`config.mk`:
```
export PLATFORM = sky130hd
export DESIGN_NAME = timer_ctrl
export DESIGN_NICKNAME = d
export VERILOG_FILES = /design/src/rtl/timer_ctrl.sv
export SDC_FILE = /design/constraint.sdc
export NUM_CORES = 1
export LEC_CHECK = 0
export BUFFER_PORTS_ARGS = -buffer_cell sky130_fd_sc_hd__buf_4
export CAP_MARGIN = 10
export CORE_UTILIZATION = 45
export DETAILED_ROUTE_END_ITERATION = 10
export PLACE_DENSITY = 0.64
export SYNTH_ARGS = -nofsm -noshare
export SYNTH_HDL_FRONTEND = slang
export SYNTH_SLANG_ARGS = --single-unit
```
`constraint.sdc`:
```
create_clock -name CP -period 5.6 [get_ports CP]
set_input_delay 0.56 -clock CP [delete_from_list [all_inputs] [get_ports CP]]
set_output_delay 0.56 -clock CP [all_outputs]
set_load 0.1 [all_outputs]
```
`src/rtl/timer_ctrl.sv`:
```
// timer_ctrl: BCD MM:SS up/down timer with prescaler and IDLE/RUN/PAUSE/DONE control FSM
module timer_ctrl #(
    parameter int TICK_DIV = 50000000
) (
    input  logic        CP,
    input  logic        clear,
    input  logic        start,
    input  logic        pause,
    input  logic        load,
    input  logic        mode,
    input  logic [15:0] preset,
    output logic [3:0]  sec_lo,
    output logic [3:0]  sec_hi,
    output logic [3:0]  min_lo,
    output logic [3:0]  min_hi,
    output logic        tick,
    output logic        running,
    output logic        done,
    output logic [1:0]  state
);
    localparam int W = (TICK_DIV > 1) ? $clog2(TICK_DIV) : 1;
    localparam logic [W-1:0] P_MAX = W'(TICK_DIV - 1);

    typedef enum logic [1:0] {IDLE = 2'b00, RUN = 2'b01, PAUSE = 2'b10, DONE = 2'b11} state_t;

    state_t     r_state, w_state_n;
    logic [W-1:0] r_presc;
    logic [3:0] r_sl, r_sh, r_ml, r_mh;
    logic [3:0] w_sl, w_sh, w_ml, w_mh;
    logic [3:0] w_ld_sl, w_ld_sh, w_ld_ml, w_ld_mh;
    logic       r_done;
    logic       w_c0, w_c1, w_c2, w_b0, w_b1, w_b2;
    logic       w_term, w_term_n, w_tick, w_load;

    assign w_c0 = r_sl == 4'd9;
    assign w_c1 = w_c0 && r_sh == 4'd5;
    assign w_c2 = w_c1 && r_ml == 4'd9;
    assign w_b0 = r_sl == 4'd0;
    assign w_b1 = w_b0 && r_sh == 4'd0;
    assign w_b2 = w_b1 && r_ml == 4'd0;

    // Digit values after one count step in the current direction
    assign w_sl = mode ? (w_b0 ? 4'd9 : r_sl - 4'd1) : (w_c0 ? 4'd0 : r_sl + 4'd1);
    assign w_sh = mode ? (w_b0 ? (r_sh == 4'd0 ? 4'd5 : r_sh - 4'd1) : r_sh)
                       : (w_c0 ? (r_sh == 4'd5 ? 4'd0 : r_sh + 4'd1) : r_sh);
    assign w_ml = mode ? (w_b1 ? (r_ml == 4'd0 ? 4'd9 : r_ml - 4'd1) : r_ml)
                       : (w_c1 ? (r_ml == 4'd9 ? 4'd0 : r_ml + 4'd1) : r_ml);
    assign w_mh = mode ? (w_b2 ? (r_mh == 4'd0 ? 4'd5 : r_mh - 4'd1) : r_mh)
                       : (w_c2 ? (r_mh == 4'd5 ? 4'd0 : r_mh + 4'd1) : r_mh);

    assign w_ld_sl = (preset[3:0]   > 4'd9) ? 4'd0 : preset[3:0];
    assign w_ld_sh = (preset[7:4]   > 4'd5) ? 4'd0 : preset[7:4];
    assign w_ld_ml = (preset[11:8]  > 4'd9) ? 4'd0 : preset[11:8];
    assign w_ld_mh = (preset[15:12] > 4'd5) ? 4'd0 : preset[15:12];

    assign w_term   = {r_mh, r_ml, r_sh, r_sl} == (mode ? 16'h0000 : 16'h5959);
    assign w_term_n = {w_mh, w_ml, w_sh, w_sl} == (mode ? 16'h0000 : 16'h5959);
    // A step is suppressed when already at terminal so the digits never run past it
    assign w_tick   = r_state == RUN && r_presc == P_MAX && !w_term;
    assign w_load   = load && r_state != RUN;

    always_comb begin
        w_state_n = r_state;
        case (r_state)
            IDLE:    w_state_n = load ? IDLE : (start ? RUN : IDLE);
            RUN:     w_state_n = (w_term || (w_tick && w_term_n)) ? DONE : (pause ? PAUSE : RUN);
            PAUSE:   w_state_n = load ? IDLE : (start ? RUN : PAUSE);
            DONE:    w_state_n = (load || start) ? IDLE : DONE;
            default: w_state_n = IDLE;
        endcase
    end

    always_ff @(posedge CP) begin
        if (clear) begin
            r_state <= IDLE;
            r_done  <= 1'b0;
            r_presc <= '0;
            {r_mh, r_ml, r_sh, r_sl} <= 16'h0000;
        end else begin
            r_state <= w_state_n;
            r_done  <= w_state_n == DONE && r_state != DONE;
            if (w_load || (r_state == IDLE && w_state_n == RUN))
                r_presc <= '0;
            else if (r_state == RUN)
                r_presc <= (r_presc == P_MAX) ? '0 : r_presc + W'(1);
            if (w_load)
                {r_mh, r_ml, r_sh, r_sl} <= {w_ld_mh, w_ld_ml, w_ld_sh, w_ld_sl};
            else if (w_tick)
                {r_mh, r_ml, r_sh, r_sl} <= {w_mh, w_ml, w_sh, w_sl};
        end
    end

    assign sec_lo  = r_sl;
    assign sec_hi  = r_sh;
    assign min_lo  = r_ml;
    assign min_hi  = r_mh;
    assign tick    = w_tick;
    assign running = r_state == RUN;
    assign done    = r_done;
    assign state   = r_state;
endmodule

```
# Word level (Yosys, flattened, before mapping)
# Index checks and enable logic that the tools add are counted.
[classes]
n_addsub = 9
n_lt_le_gt_ge = 4
eq_ne = 14
n_mux = 40
reduce_logical = 21
[ops]
columns = ["op", "n"]
rows = [
  ["4-bit 2-to-1 mux", 30],
  ["26-bit by 1-bit adder with 26-bit output, second input constant", 1],
  ["26-bit equality test, second input constant", 1],
  ["26-bit 2-to-1 mux", 1],
  ["4-bit by 1-bit adder with 4-bit output, second input constant", 4],
  ["16-bit by 15-bit equality test with 1-bit output", 1],
  ["16-bit equality test", 1],
  ["4-bit zero test", 4],
  ["4-bit by 1-bit subtractor with 4-bit output, second input constant", 4],
  ["15-bit 2-to-1 mux", 1],
  ["1-bit logical AND", 10],
  ["2-bit 2-to-1 mux", 5],
  ["4-bit by 3-bit equality test with 1-bit output, second input constant", 2],
  ["4-bit equality test, second input constant", 2],
  ["4-bit by 3-bit > comparator with 1-bit output, second input constant", 2],
  ["4-bit > comparator, second input constant", 2],
  ["2-bit case mux with 4 select lines", 1],
  ["2-bit equality test, second input constant", 3],
  ["2-bit by 1-bit equality test with 1-bit output, second input constant", 2],
  ["1-bit logical OR", 3],
  ["2-bit zero test", 1],
  ["1-bit 2-to-1 mux", 2],
  ["2-bit by 1-bit inequality test with 1-bit output, second input constant", 1],
  ["2-bit inequality test, second input constant", 1],
  ["3 further kinds", 3],
]
[word_totals]
register_bits = 45
input_bits = 22
output_inout_bits = 21
elab_cells = 95

# Depth between registers and ports, before layout
# Gate-level depths: netlist (run 1).
[depth]
word_depth = 14
depth_mapped = 11
ltp_nobuf = 8

# Worst setup path after synthesis (run 1)
# OpenSTA, ideal clock, no wires.
[synth_timing]
path_type = "register to register"
start = "register r_state[0], in the netlist state[0]"
end = "register r_ml[3], in the netlist min_lo[3]"
arrival_time_ps = 3512
slack_ps = 1956
path_stages_with_launch = 9
path_buffers = 1
synth_period_minus_slack_ps = 3644
path_cell_list = "dfxtp_1 > nand2b_1 > buf_2 > nor3_4 > nand4_1 > nor2_1 > nor2_1 > a32oi_1 > a21oi_1"
[synth_via]
elab_chain_cells = 4
[synth_lines]
columns = ["element", "line", "text"]
rows = [
  ["start: declaration", "26", "state_t r_state, w_state_n;"],
  ["start signal: assignment", "80", "r_state <= w_state_n;"],
  ["2-bit by 1-bit equality test with 1-bit output", "59", "assign w_tick = r_state == RUN && r_presc == P_MAX && !w_term;"],
  ["1-bit logical AND (2 in series)", "59", ""],
  ["via tick", "16", "output logic tick,"],
  ["2-bit nonzero test (no line)", "-", ""],
  ["end signal: assignment", "87", "{r_mh, r_ml, r_sh, r_sl} <= {w_ld_mh, w_ld_ml, w_ld_sh, w_ld_sl};"],
  ["end signal: assignment", "89", "{r_mh, r_ml, r_sh, r_sl} <= {w_mh, w_ml, w_sh, w_sl};"],
  ["end: declaration", "28", "logic [3:0] r_sl, r_sh, r_ml, r_mh;"],
]
# The timed path passes the listed nets, and every way through them passes these cells.
# A chain may end at the register's enable or synchronous reset.

# Worst setup path after layout (run 1)
[layout_timing]
start = "register r_sh[2], in the netlist sec_hi[2]"
end = "register r_mh[3], in the netlist min_hi[3]"
[layout_via]
elab_chain_cells = 7
[layout_lines]
columns = ["element", "line", "text"]
rows = [
  ["start: declaration", "28", ""],
  ["start signal: assignment", "87", ""],
  ["start signal: assignment", "89", ""],
  ["4-bit by 3-bit equality test with 1-bit output / 4-bit zero test (equally long branches)", "36, 39", ""],
  ["1-bit logical AND (on tied branches)", "36, 39", ""],
  ["1-bit logical AND (on tied branches)", "37, 40", ""],
  ["4-bit 2-to-1 mux (on tied branches)", "49, 48", ""],
  ["4-bit 2-to-1 mux", "48", "assign w_mh = mode ? (w_b2 ? (r_mh == 4'd0 ? 4'd5 : r_mh - 4'd1) : r_mh)"],
  ["4-bit 2-to-1 mux", "88", "else if (w_tick)"],
  ["4-bit 2-to-1 mux", "86", "if (w_load)"],
  ["end signal: assignment", "87", ""],
  ["end signal: assignment", "89", ""],
  ["end: declaration", "28", ""],
]
# Several ways; a longest one is shown, not always the timed one. The select of a mux whose other input is x is not followed.

==> reports/results.tsv, run 1 <==
metric	value	unit
Critical Path RT	5.83	ns
post-route ant nets	0	
initial antenna violation count	0	
Seq/Total Area, Yosys	27.3	%
Distinct cells, synth	67	
worst-path maximum fanout	19	
CTS Hold Buffers Added	0	
Pwr Density	216	nW/um^2
total negative setup slack	0	ns
crit end category	flip-flop	
Port Buf Inserts	42	
most frequent cells in the layout	nor2_1, dfxtp_1, buf_4	
Hold Path Class	reg -> reg	
Total GRT Usage	23.8	%
diode count	0	
full die area	7670	um^2
Final Setup Violations	0	
Int Pwr	0.000535	W
Vias/cell	5.93	
detailed placement HPWL	6250	um
Synth Area per Inst	7.36	um^2
Die H	87.6	um
max_cap viols	0	
Hold Slack	0.473	ns
clk slew on worst S/H paths	0.09	ns
CTS Buf Count	5	
Gate Count Post-Synth	448	
Final GP Congestion	0.952	
worst IR drop on VDD	0.130	mV
fraction of layout cells with a size suffix above 1	12.6	%
WS Path Type	reg -> reg	
global-route wire length before repair	14400	um
top-level I/O count	43	
CTS Buffer Depth	2	
Yosys warning count	0	
CP Launch Type	flip-flop	
Slew @ Worst Pin	0.883	ns
largest net degree at the start of global routing	38	
CTS sink count	45	
ys async rst share	0	%
Post-synth EDFFs	0	
top_reg_cell synth	dfxtp_1	
Syn Nets	471	
Final Hold Viols	0	
sw power	0.000266	W
fin crit share	57.0	%
root buffer cell	clkbuf_8	
worst path arrival time	3.42	ns
Starting DRT DRC Count	328	
# resized after CTS	0	
# DRC	0	
Skew-Pair Late Insertion Delay	0.30	ns
leak pwr	1.31	nW
Yosys reg bits	45	
mapped cell area	3300	um^2
Slew Viols, Final	0	
Initial Util	47.5	%
Initial DRT Pass Iterations	5	
die width	87.6	um
CTS HTree Levels	2	
Switching Share	33.2	%
Fmax achieved	313	MHz
Routed WL	8670	um
slew margin rel.	41.1	%
most common cell after layout, fill and taps aside	nor2_1	
combinational share of power	24.0	%
fill cell count	683	
synthesis-to-finish area growth	12.4	%
Tmin final	3.19	ns
outcome	finished clean	
# nets final	490	
unrepaired setup endpoints after global routing	no	
CTS tree	yes	
vias in the first global route	2911	
DR WL/cell	15.4	um
post-CTS setup buffers	0	
Clock Skews	0.00771	ns
Overflow after GRT	0	
power share of the clock group	32.0	%
FP Rows	30	
core area	6940	um^2
share of power burned in registers	43.9	%
routed vias	3342	
==> layout make-up <==
type | instances | area [um^2] | area share, %
multi-input combinational | 361 | 2200 | 59.5
sequential | 45 | 901 | 24.3
timing repair buffer | 42 | 315 | 8.51
tap | 96 | 120 | 3.24
clock buffer | 6 | 82.6 | 2.23
inverter | 12 | 45.0 | 1.22
clock inverter | 2 | 37.5 | 1.01
==> registers in the layout (all words and copies together) (netlist names) <==
name,cells
sec_hi,4
state,2
sec_lo,4
min_lo,4
min_hi,4
done,1
r_presc,26
==> layer usage <==
layer | global-route usage [%] | vias up | wire [um]
met3 | 4.24 | 16 | 556
met1 | 35.8 | 1555 | 4340
met2 | 33.5 | 117 | 3570
met4 | 9.09 | 0 | 195
met5 | 0 | - | 0
li1 | - | 1654 | -
==> logic make-up (layout without fill, tap and decap cells) <==
group | after synthesis | in the layout | share of synthesized area, %
flops | 45 | 45 | 27.3
mux | 6 | 6 | 1.86
fa+ha+maj | 1 | 1 | 0.379
xor+xnor | 31 | 31 | 8.24
simple gates | 221 | 221 | 36.0
buf+inv | 42 | 62 | 5.81
compound gates | 102 | 102 | 20.4
==> per-stage QoR <==
| stage | utilization, % | total power, W | setup WS (ns) | instance area [um^2] | cells |
|---|---|---|---|---|---|
| 2_1_floorplan | - | 0.000502 | 1.96 | 3300 | 448 |
| 3_3_place_gp | 51.6 | 0.000550 | 2.61 | 3590 | 556 |
| 3_5_place_dp | 51.6 | 0.000550 | 2.45 | 3590 | 556 |
| 4_1_cts | 53.4 | 0.000803 | 2.47 | 3710 | 564 |
| 5_1_grt | 53.4 | 0.000835 | 2.20 | 3710 | 564 |
| 6_report | 53.4 | 0.000801 | 2.41 | 3710 | 564 |
==> power groups by stage <==
stage / combinational [W] / clock [W] / sequential, W
after detailed placement: 0.000191 / 0 / 0.000359
after global placement: 0.000191 / 0 / 0.000359
after CTS: 0.000192 / 0.000261 / 0.000351
after global routing: 0.000207 / 0.000273 / 0.000355
final: 0.000193 / 0.000257 / 0.000352
after floorplan: 0.000112 / 0 / 0.000390
==> synth_stat cells (3+ instances only) <==
cell	count	area, um^2
nand2_1	37	139
clkbuf_1	13	48.8
nand3b_1	7	52.6
inv_1	12	45.0
dfxtp_1	45	901
o21ai_0	19	95.1
mux2i_1	5	50.1
xor2_1	18	158
nor3_1	8	40.0
nor2b_1	6	37.5
nor4_1	11	68.8
nor2_1	68	255
o2bb2ai_1	4	35.0
and4_1	4	35.0
nand3_1	22	110
nand2b_1	8	50.1
a211oi_1	3	22.5
a21o_1	4	30.0
xnor2_1	13	114
or3_1	7	43.8
a21oi_1	35	175
and2_1	3	18.8
nand4_1	13	81.3
and3_1	6	37.5
nor3b_1	3	22.5
buf_2	15	75.1
==> final timing paths <==
path / slack [ns] / to / startpoint / cells past startpoint
max reg2reg: 2.41 / min_hi[3] / sec_hi[2] / 7
min reg2reg: 0.47 / r_presc[23] / r_presc[23] / 2
min: 0.47 / r_presc[23] / r_presc[23] / 2
max: 2.41 / min_hi[3] / sec_hi[2] / 7
==> worst max-delay path: stages (launching register included) <==
cell and delay (ns):
dfxtp_1 0.72, nand2_1 0.15, or4_1 0.52, a21oi_1 0.34, or2_0 0.74, nand2_1 0.30, a21o_1 0.24, a21oi_1 0.11
(Power assumes the default switching activity.)
==> run 2, diff against run 1 <==
--- a/config.mk
+++ b/config.mk
@@ -5,11 +5,12 @@
 export SDC_FILE = /design/constraint.sdc
 export NUM_CORES = 1
 export LEC_CHECK = 0
+export ABC_AREA = 1
 export BUFFER_PORTS_ARGS = -buffer_cell sky130_fd_sc_hd__buf_4
 export CAP_MARGIN = 10
 export CORE_UTILIZATION = 45
 export DETAILED_ROUTE_END_ITERATION = 10
-export PLACE_DENSITY = 0.64
+export PLACE_DENSITY = 0.63
 export SYNTH_ARGS = -nofsm -noshare
 export SYNTH_HDL_FRONTEND = slang
 export SYNTH_SLANG_ARGS = --single-unit
==> constraint.sdc (replaced) <==
create_clock -name CP -period 3.31 [get_ports CP]
set_input_delay 0.331 -clock CP [delete_from_list [all_inputs] [get_ports CP]]
set_output_delay 0.331 -clock CP [all_outputs]
set_load 0.1 [all_outputs]
==> run 2 against run 1 <==
Compared with the run above:
- via count increased by 16%
- sequential share of layout area decreased by 1.7 points
- worst setup slack got worse by 1.8 ns
- register-to-register slack got worse by 1.4 ns
- clock skew increased by 0.0069 ns
- hold slack got worse by 0.16 ns
- combinational power increased by 140%
- sequential power increased by 71%
- synthesized cell count increased by 30%
- count of clock-buffer cells in the layout unchanged
- sequential cell count unchanged
- largest power group unchanged
==> reports/results.tsv, run 2 <==
metric	value	unit	change
largest net degree at the start of global routing	30		-21%
Area after DPL	3900	um^2	+8.7%
Hold Slack	0.312	ns	-0.161 ns
Total GRT Usage	24.6	%	+0.78 points
Skew-Pair Late Insertion Delay	0.30	ns	about the same
top-level I/O count	43		unchanged
clk slew on worst S/H paths	0.10	ns	about the same
Seq/Total Area, Yosys	25.3	%	-2.1 points
most frequent cells in the layout	nand2_1, nor2_1, inv_1		
Slew Viols, Final	0		unchanged
Place WS	0.757	ns	-1.70 ns
routed vias	3867		+16%
Fmax achieved	373	MHz	
leak pwr	1.63	nW	+25%
# resized after CTS	0		unchanged
initial antenna violation count	0		unchanged
FP Rows	32		+6.7%
detailed placement HPWL	7620	um	+22%
most common cell after layout, fill and taps aside	nand2_1		
Final Worst Setup Slack	0.630	ns	-1.78 ns
CTS sink count	45		unchanged
CTS Buffer Depth	2		unchanged
CTS tree	yes		
top cells by count, synth	nand2_1, nor2_1, inv_1, nand3_1, dfxtp_1		
CTS Buf Count	5		unchanged
# DRC	0		unchanged
fin crit share	81.0	%	
post-CTS setup buffers	0		unchanged
area of the multi-input gates	2260	um^2	+2.3%
CP Launch Type	flip-flop		
outcome	finished clean		
Synth area leader	dfxtp_1		
Gate Count Post-Synth	584		+30%
Overflow after GRT	0		unchanged
Hold Path Class	in -> reg		
Port Buf Inserts	42		unchanged
Routed WL	9810	um	+13%
Yosys reg bits	45		unchanged
worst path arrival time	2.35	ns	-1.07 ns
Tmin final	2.68	ns	
Starting DRT DRC Count	203		-38%
CTS Hold Buffers Added	0		unchanged
fill cell count	803		+18%
WS Path Type	reg -> out		
Final GP Congestion	0.882		-7.3%
post-route ant nets	0		unchanged
CTS HTree Levels	2		unchanged
full die area	8290	um^2	+8.0%
Initial Util	46.4	%	-1.1 points
largest cells by area after synthesis	dfxtp_1, nand2_1, nor2_1		
max reg flops	26		unchanged
Initial DRT Pass Iterations	7		+2
Syn Nets	607		+29%
global-route wire length before repair	16700	um	+16%
Synth Area per Inst	6.11	um^2	-17%
max_cap viols	0		unchanged
Distinct cells, synth	46		-31%
# nets final	637		+30%
die width	91.0	um	+3.9%
DR WL/cell	13.7	um	-11%
count leader, synth	nand2_1		
ys async rst share	0	%	unchanged
mapped cell area	3570	um^2	+8.2%
register area	901	um^2	unchanged
synthesis-to-finish area growth	11.7	%	
Pwr Density	356	nW/um^2	+65%
worst-path maximum fanout	7		-12
root buffer cell	clkbuf_8		
Vias/cell	5.39		-9.0%
Final Core Density	51.8	%	-1.5 points
total negative setup slack	0	ns	unchanged
Die H	91.0	um	+3.9%
Post-synth EDFFs	0		unchanged
top_reg_cell synth	dfxtp_1		
worst IR drop on VDD	0.179	mV	+38%
diode count	0		unchanged
Final Hold Viols	0		unchanged
slew margin rel.	60.0	%	+19 points
Yosys top cell area share	25.3	%	-2.1 points
Slew @ Worst Pin	0.599	ns	-0.284 ns
Clock Skews	0.0146	ns	+0.00694 ns
crit end category	output port		
design area	3980	um^2	+7.5%
Largest Register	r_presc		
core area	7690	um^2	+11%
fraction of layout cells with a size suffix above 1	14.8	%	+2.2 points
Yosys warning count	0		unchanged
Critical Path RT	2.98	ns	-2.85 ns
unrepaired setup endpoints after global routing	no		
vias in the first global route	3633		+25%
Final Setup Violations	0		unchanged
[run 2: cell types whose count changed after synthesis, sizes merged, moves of 13 or more]
cell   delta
inv      +62
nand2   +113
nand3    +29
nor2     +19
o21ai    +14
xor2     -13
[run 2: per-layer routing]
layer / track usage (%) / wire [um]
met1: 30.0 / 4300
met2: 44.8 / 4900
met3: 3.35 / 468
met4: 7.01 / 142
met5: 0 / 0
[run 2: cells by family (layout without fill, tap and decap cells)]
logic type      Yosys count  after routing  share of synthesized area (%)
xor+xnor                 13             13                           3.19
fa+ha+maj                 1              1                          0.351
buf+inv                  96            127                           11.5
simple gates            341            341                           45.0
flops                    45             45                           25.3
compound gates           88             88                           14.7
[run 2: critical path, cell delays in order, from the launching register on]
cell and delay (ns):
dfxtp_1 0.35, or2_1 0.26, nor3_1 0.17, and2_1 0.15, nand3_1 0.12, nor2_1 0.19
nand2_1 0.19, inv_1 0.26, buf_4 0.34
[run 2: final cells by class]
cell class	count	area share (%)
clock buffer	6	1.82
clock inverter	2	0.377
inverter	75	7.07
multi-input combinational	443	56.6
sequential	45	22.6
tap	102	3.20
timing repair buffer	44	8.29
[run 2: worst paths after layout]
| kind | to | start | slack, ns | depth (start not counted) |
|---|---|---|---|---|
| hold reg to reg | r_presc[23] | r_presc[23] | 0.49 | 2 |
| hold / removal | sec_lo[2] | clear | 0.31 | 2 |
| setup reg to reg | done | min_lo[0] | 0.97 | 16 |
| setup / recovery | tick | r_presc[10] | 0.63 | 8 |
[run 2: power breakdown]
group	leakage, nW	switching, W	total, W	internal, W
logic	1.23	0.000335	0.000469	0.000134
clock network	0.0374	0.000198	0.000348	0.000149
registers	0.365	0.0000458	0.000603	0.000557
total	1.63	0.000579	0.00142	0.000841
[run 2: per-stage QoR]
step / instances / total power [W]
final: 717 / 0.00142
after global routing: 717 / 0.00149
after CTS: 717 / 0.00143
after detailed placement: 709 / 0.00108
after global placement: 709 / 0.00108
after floorplan: 584 / 0.000984
==> run 3, diff against run 2 <==
--- a/config.mk
+++ b/config.mk
@@ -10,7 +10,7 @@
 export CAP_MARGIN = 10
 export CORE_UTILIZATION = 45
 export DETAILED_ROUTE_END_ITERATION = 10
-export PLACE_DENSITY = 0.63
+export PLACE_DENSITY = 0.66
 export SYNTH_ARGS = -nofsm -noshare
 export SYNTH_HDL_FRONTEND = slang
 export SYNTH_SLANG_ARGS = --single-unit
==> constraint.sdc (replaced) <==
create_clock -name CP -period 2.2 [get_ports CP]
set_input_delay 0.22 -clock CP [delete_from_list [all_inputs] [get_ports CP]]
set_output_delay 0.22 -clock CP [all_outputs]
set_load 0.1 [all_outputs]
==> run 3 against run 2 <==
Compared with the run above:
- sequential share of layout area shrank 0.51 points
- worst setup slack worse by 0.54 ns
- die area did not move
- clock power is 79% higher
- total power increased by 62%
- hold slack got worse by 0.12 ns
- count of clock-buffer cells in the layout increased by 1
- register-to-register slack worse by 0.79 ns
- clock skew down 0.011 ns
- non-clock buffer count increased by 23
- sequential cell count stayed put
- critical path type unchanged
- critical endpoint unchanged
- largest power group unchanged
==> reports/results.tsv, run 3 (synthesis results as in run 2) <==
metric	value	unit	change
unrepaired setup endpoints after global routing	yes		
die width	91.0	um	unchanged
CP max stage delay	0.35	ns	about the same
CTS Buffer Depth	2		unchanged
fraction of layout cells with a size suffix above 1	25.0	%	+10 points
Initial Util	46.4	%	unchanged
Area after DPL	4060	um^2	+4.3%
RR Startpoint	sec_lo[1]		
# nets final	661		+3.8%
routed vias	4031		+4.2%
combinational share of power	33.4	%	+0.3 points
Initial DRT Pass Iterations	5		-2
vias in the first global route	3645		+0.33%
Final Hold Viols	0		unchanged
synthesis-to-finish area growth	22.2	%	
CP Launch Type	flip-flop		
Overflow after GRT	0		unchanged
Tmin final	2.11	ns	
global-route wire length before repair	17000	um	+1.6%
Final Core Density	56.7	%	+4.9 points
Clock Skews	0.00383	ns	-0.0108 ns
worst path buffer plus inverter count	2		unchanged
Slew Viols, Final	0		unchanged
cell family with most CP delay	simple AND/OR/NAND/NOR gates		
detailed placement HPWL	7850	um	+3.1%
design area	4360	um^2	+9.4%
CTS sink count	45		unchanged
Port Buf Inserts	42		unchanged
slew margin rel.	71.5	%	+11 points
Switching Share	39.2	%	-1.6 points
Slew @ Worst Pin	0.424	ns	-0.175 ns
CTS Hold Buffers Added	0		unchanged
FP Rows	32		unchanged
diode count	0		unchanged
Largest Register	r_presc		
power share of the clock group	27.2	%	+2.7 points
fin crit share	95.9	%	
CTS Buf Count	5		unchanged
Skew-Pair Late Insertion Delay	0.30	ns	about the same
full die area	8290	um^2	unchanged
# DRC	0		unchanged
Vias/cell	5.44		+0.86%
core area	7690	um^2	unchanged
slowest stage cell, crit path	dfxtp_1		
Pwr Density	527	nW/um^2	+48%
Starting DRT DRC Count	275		+35%
Critical Path RT	1.98	ns	-1.00 ns
WS Path Type	reg -> out		
initial antenna violation count	0		unchanged
DR WL/cell	13.9	um	+1.7%
Int Pwr	0.00140	W	+66%
sw power	0.000900	W	+56%
leak pwr	1.79	nW	+9.4%
clk slew on worst S/H paths	0.09	ns	about the same
Hold Path Class	in -> reg		
root buffer cell	clkbuf_8		
worst-path cell chain	or2_1 -> nor3_2 -> and2_1 -> nand3_1 -> nor2_2 -> nand2_2 -> clkinvlp_4 -> buf_12		
Die H	91.0	um	unchanged
top-level I/O count	43		unchanged
worst-path maximum fanout	6		-1
total negative setup slack	0	ns	unchanged
CP startpoint	r_presc[10]		
share of power burned in registers	39.4	%	-3.1 points
CTS HTree Levels	2		unchanged
Worst Hold Launch	clear		
worst IR drop on VDD	0.250	mV	+40%
outcome	finished clean		
Final GP Congestion	0.922		+4.5%
post-route ant nets	0		unchanged
Total GRT Usage	25.0	%	+0.41 points
crit end category	output port		
CTS tree	yes		
Final Setup Violations	0		unchanged
Routed WL	10300	um	+5.1%
most common cell after layout, fill and taps aside	nand2_1		
Pwr Total	0.00230	W	+62%
largest net degree at the start of global routing	27		-10%
max_cap viols	0		unchanged
max reg flops	26		unchanged
worst path arrival time	1.89	ns	-0.46 ns
most frequent cells in the layout	nand2_1, buf_4, nor2_1		
Fmax achieved	474	MHz	
run 3: cell count changes in the layout (fill, tap and decap cells not counted), sizes merged:
cell      before  now
buf           44   67
nor2          87   88
clkbuf         6    7
clkinvlp       2    1
run 3: area by class of cell:
cell class / count / area, um^2
tap: 102 / 128
inverter: 75 / 290
timing repair buffer: 67 / 515
fill: 782 / 3330
clock buffer: 7 / 108
sequential: 45 / 963
multi-input combinational: 444 / 2350
clock inverter: 1 / 6.26
run 3: routing by layer:
| metal | global-route usage [%] | vias to the layer above | part of all wire [%] |
|---|---|---|---|
| met5 | 0 | - | 0 |
| met4 | 4.63 | 0 | 1.3 |
| met3 | 4.02 | 15 | 5.7 |
| met2 | 39.8 | 132 | 44 |
| met1 | 35.7 | 1832 | 49 |
| li1 | - | 2052 | - |
run 3: worst reg2reg max path, cell delays in order, from the launching register on:
cell and delay (ns):
dfxtp_2 0.45, inv_2 0.08, nand2_4 0.09, nor2_8 0.06, buf_4 0.13, nor2_2 0.12, o22ai_1 0.15, a21oi_1 0.16
nand2_1 0.06, nor2_1 0.20, nand3_2 0.12, nand3_1 0.08, nand2_1 0.05, nand2_1 0.05, nand3_1 0.08, nor2_1 0.09
run 3: timing repair:
action,4_1_cts,5_1_grt
pin swaps,2,11
gates resized for setup,5,31
setup buffers,0,9
endpoints found under the setup margin,3,17
cloned,0,1
run 3: power groups by stage:
stage / Sequential [W] / Combinational (W) / Clock [W]
after floorplan: 0.00105 / 0.000442 / 0
after global placement: 0.000921 / 0.000711 / 0
after detailed placement: 0.000923 / 0.000717 / 0
after CTS: 0.000904 / 0.000721 / 0.000638
after global routing: 0.000911 / 0.000832 / 0.000665
final: 0.000905 / 0.000768 / 0.000624
run 3: path summary, 6_finish.rpt:
check / to / slack [ns] / cells past startpoint
max: tick / 0.09 / 8
min: sec_lo[0] / 0.20 / 2
max reg2reg: done / 0.18 / 15
min reg2reg: r_presc[0] / 0.48 / 1
run 3: per-stage QoR:
step / setup WS [ns] / instances / hold WS (ns)
after floorplan: -0.0524 / 584 / 0.289
after global placement: 0.0359 / 723 / 0.468
after detailed placement: -0.0236 / 723 / 0.479
after CTS: 0.0112 / 731 / 0.184
after global routing: -0.0508 / 741 / 0.191
final: 0.0913 / 741 / 0.196
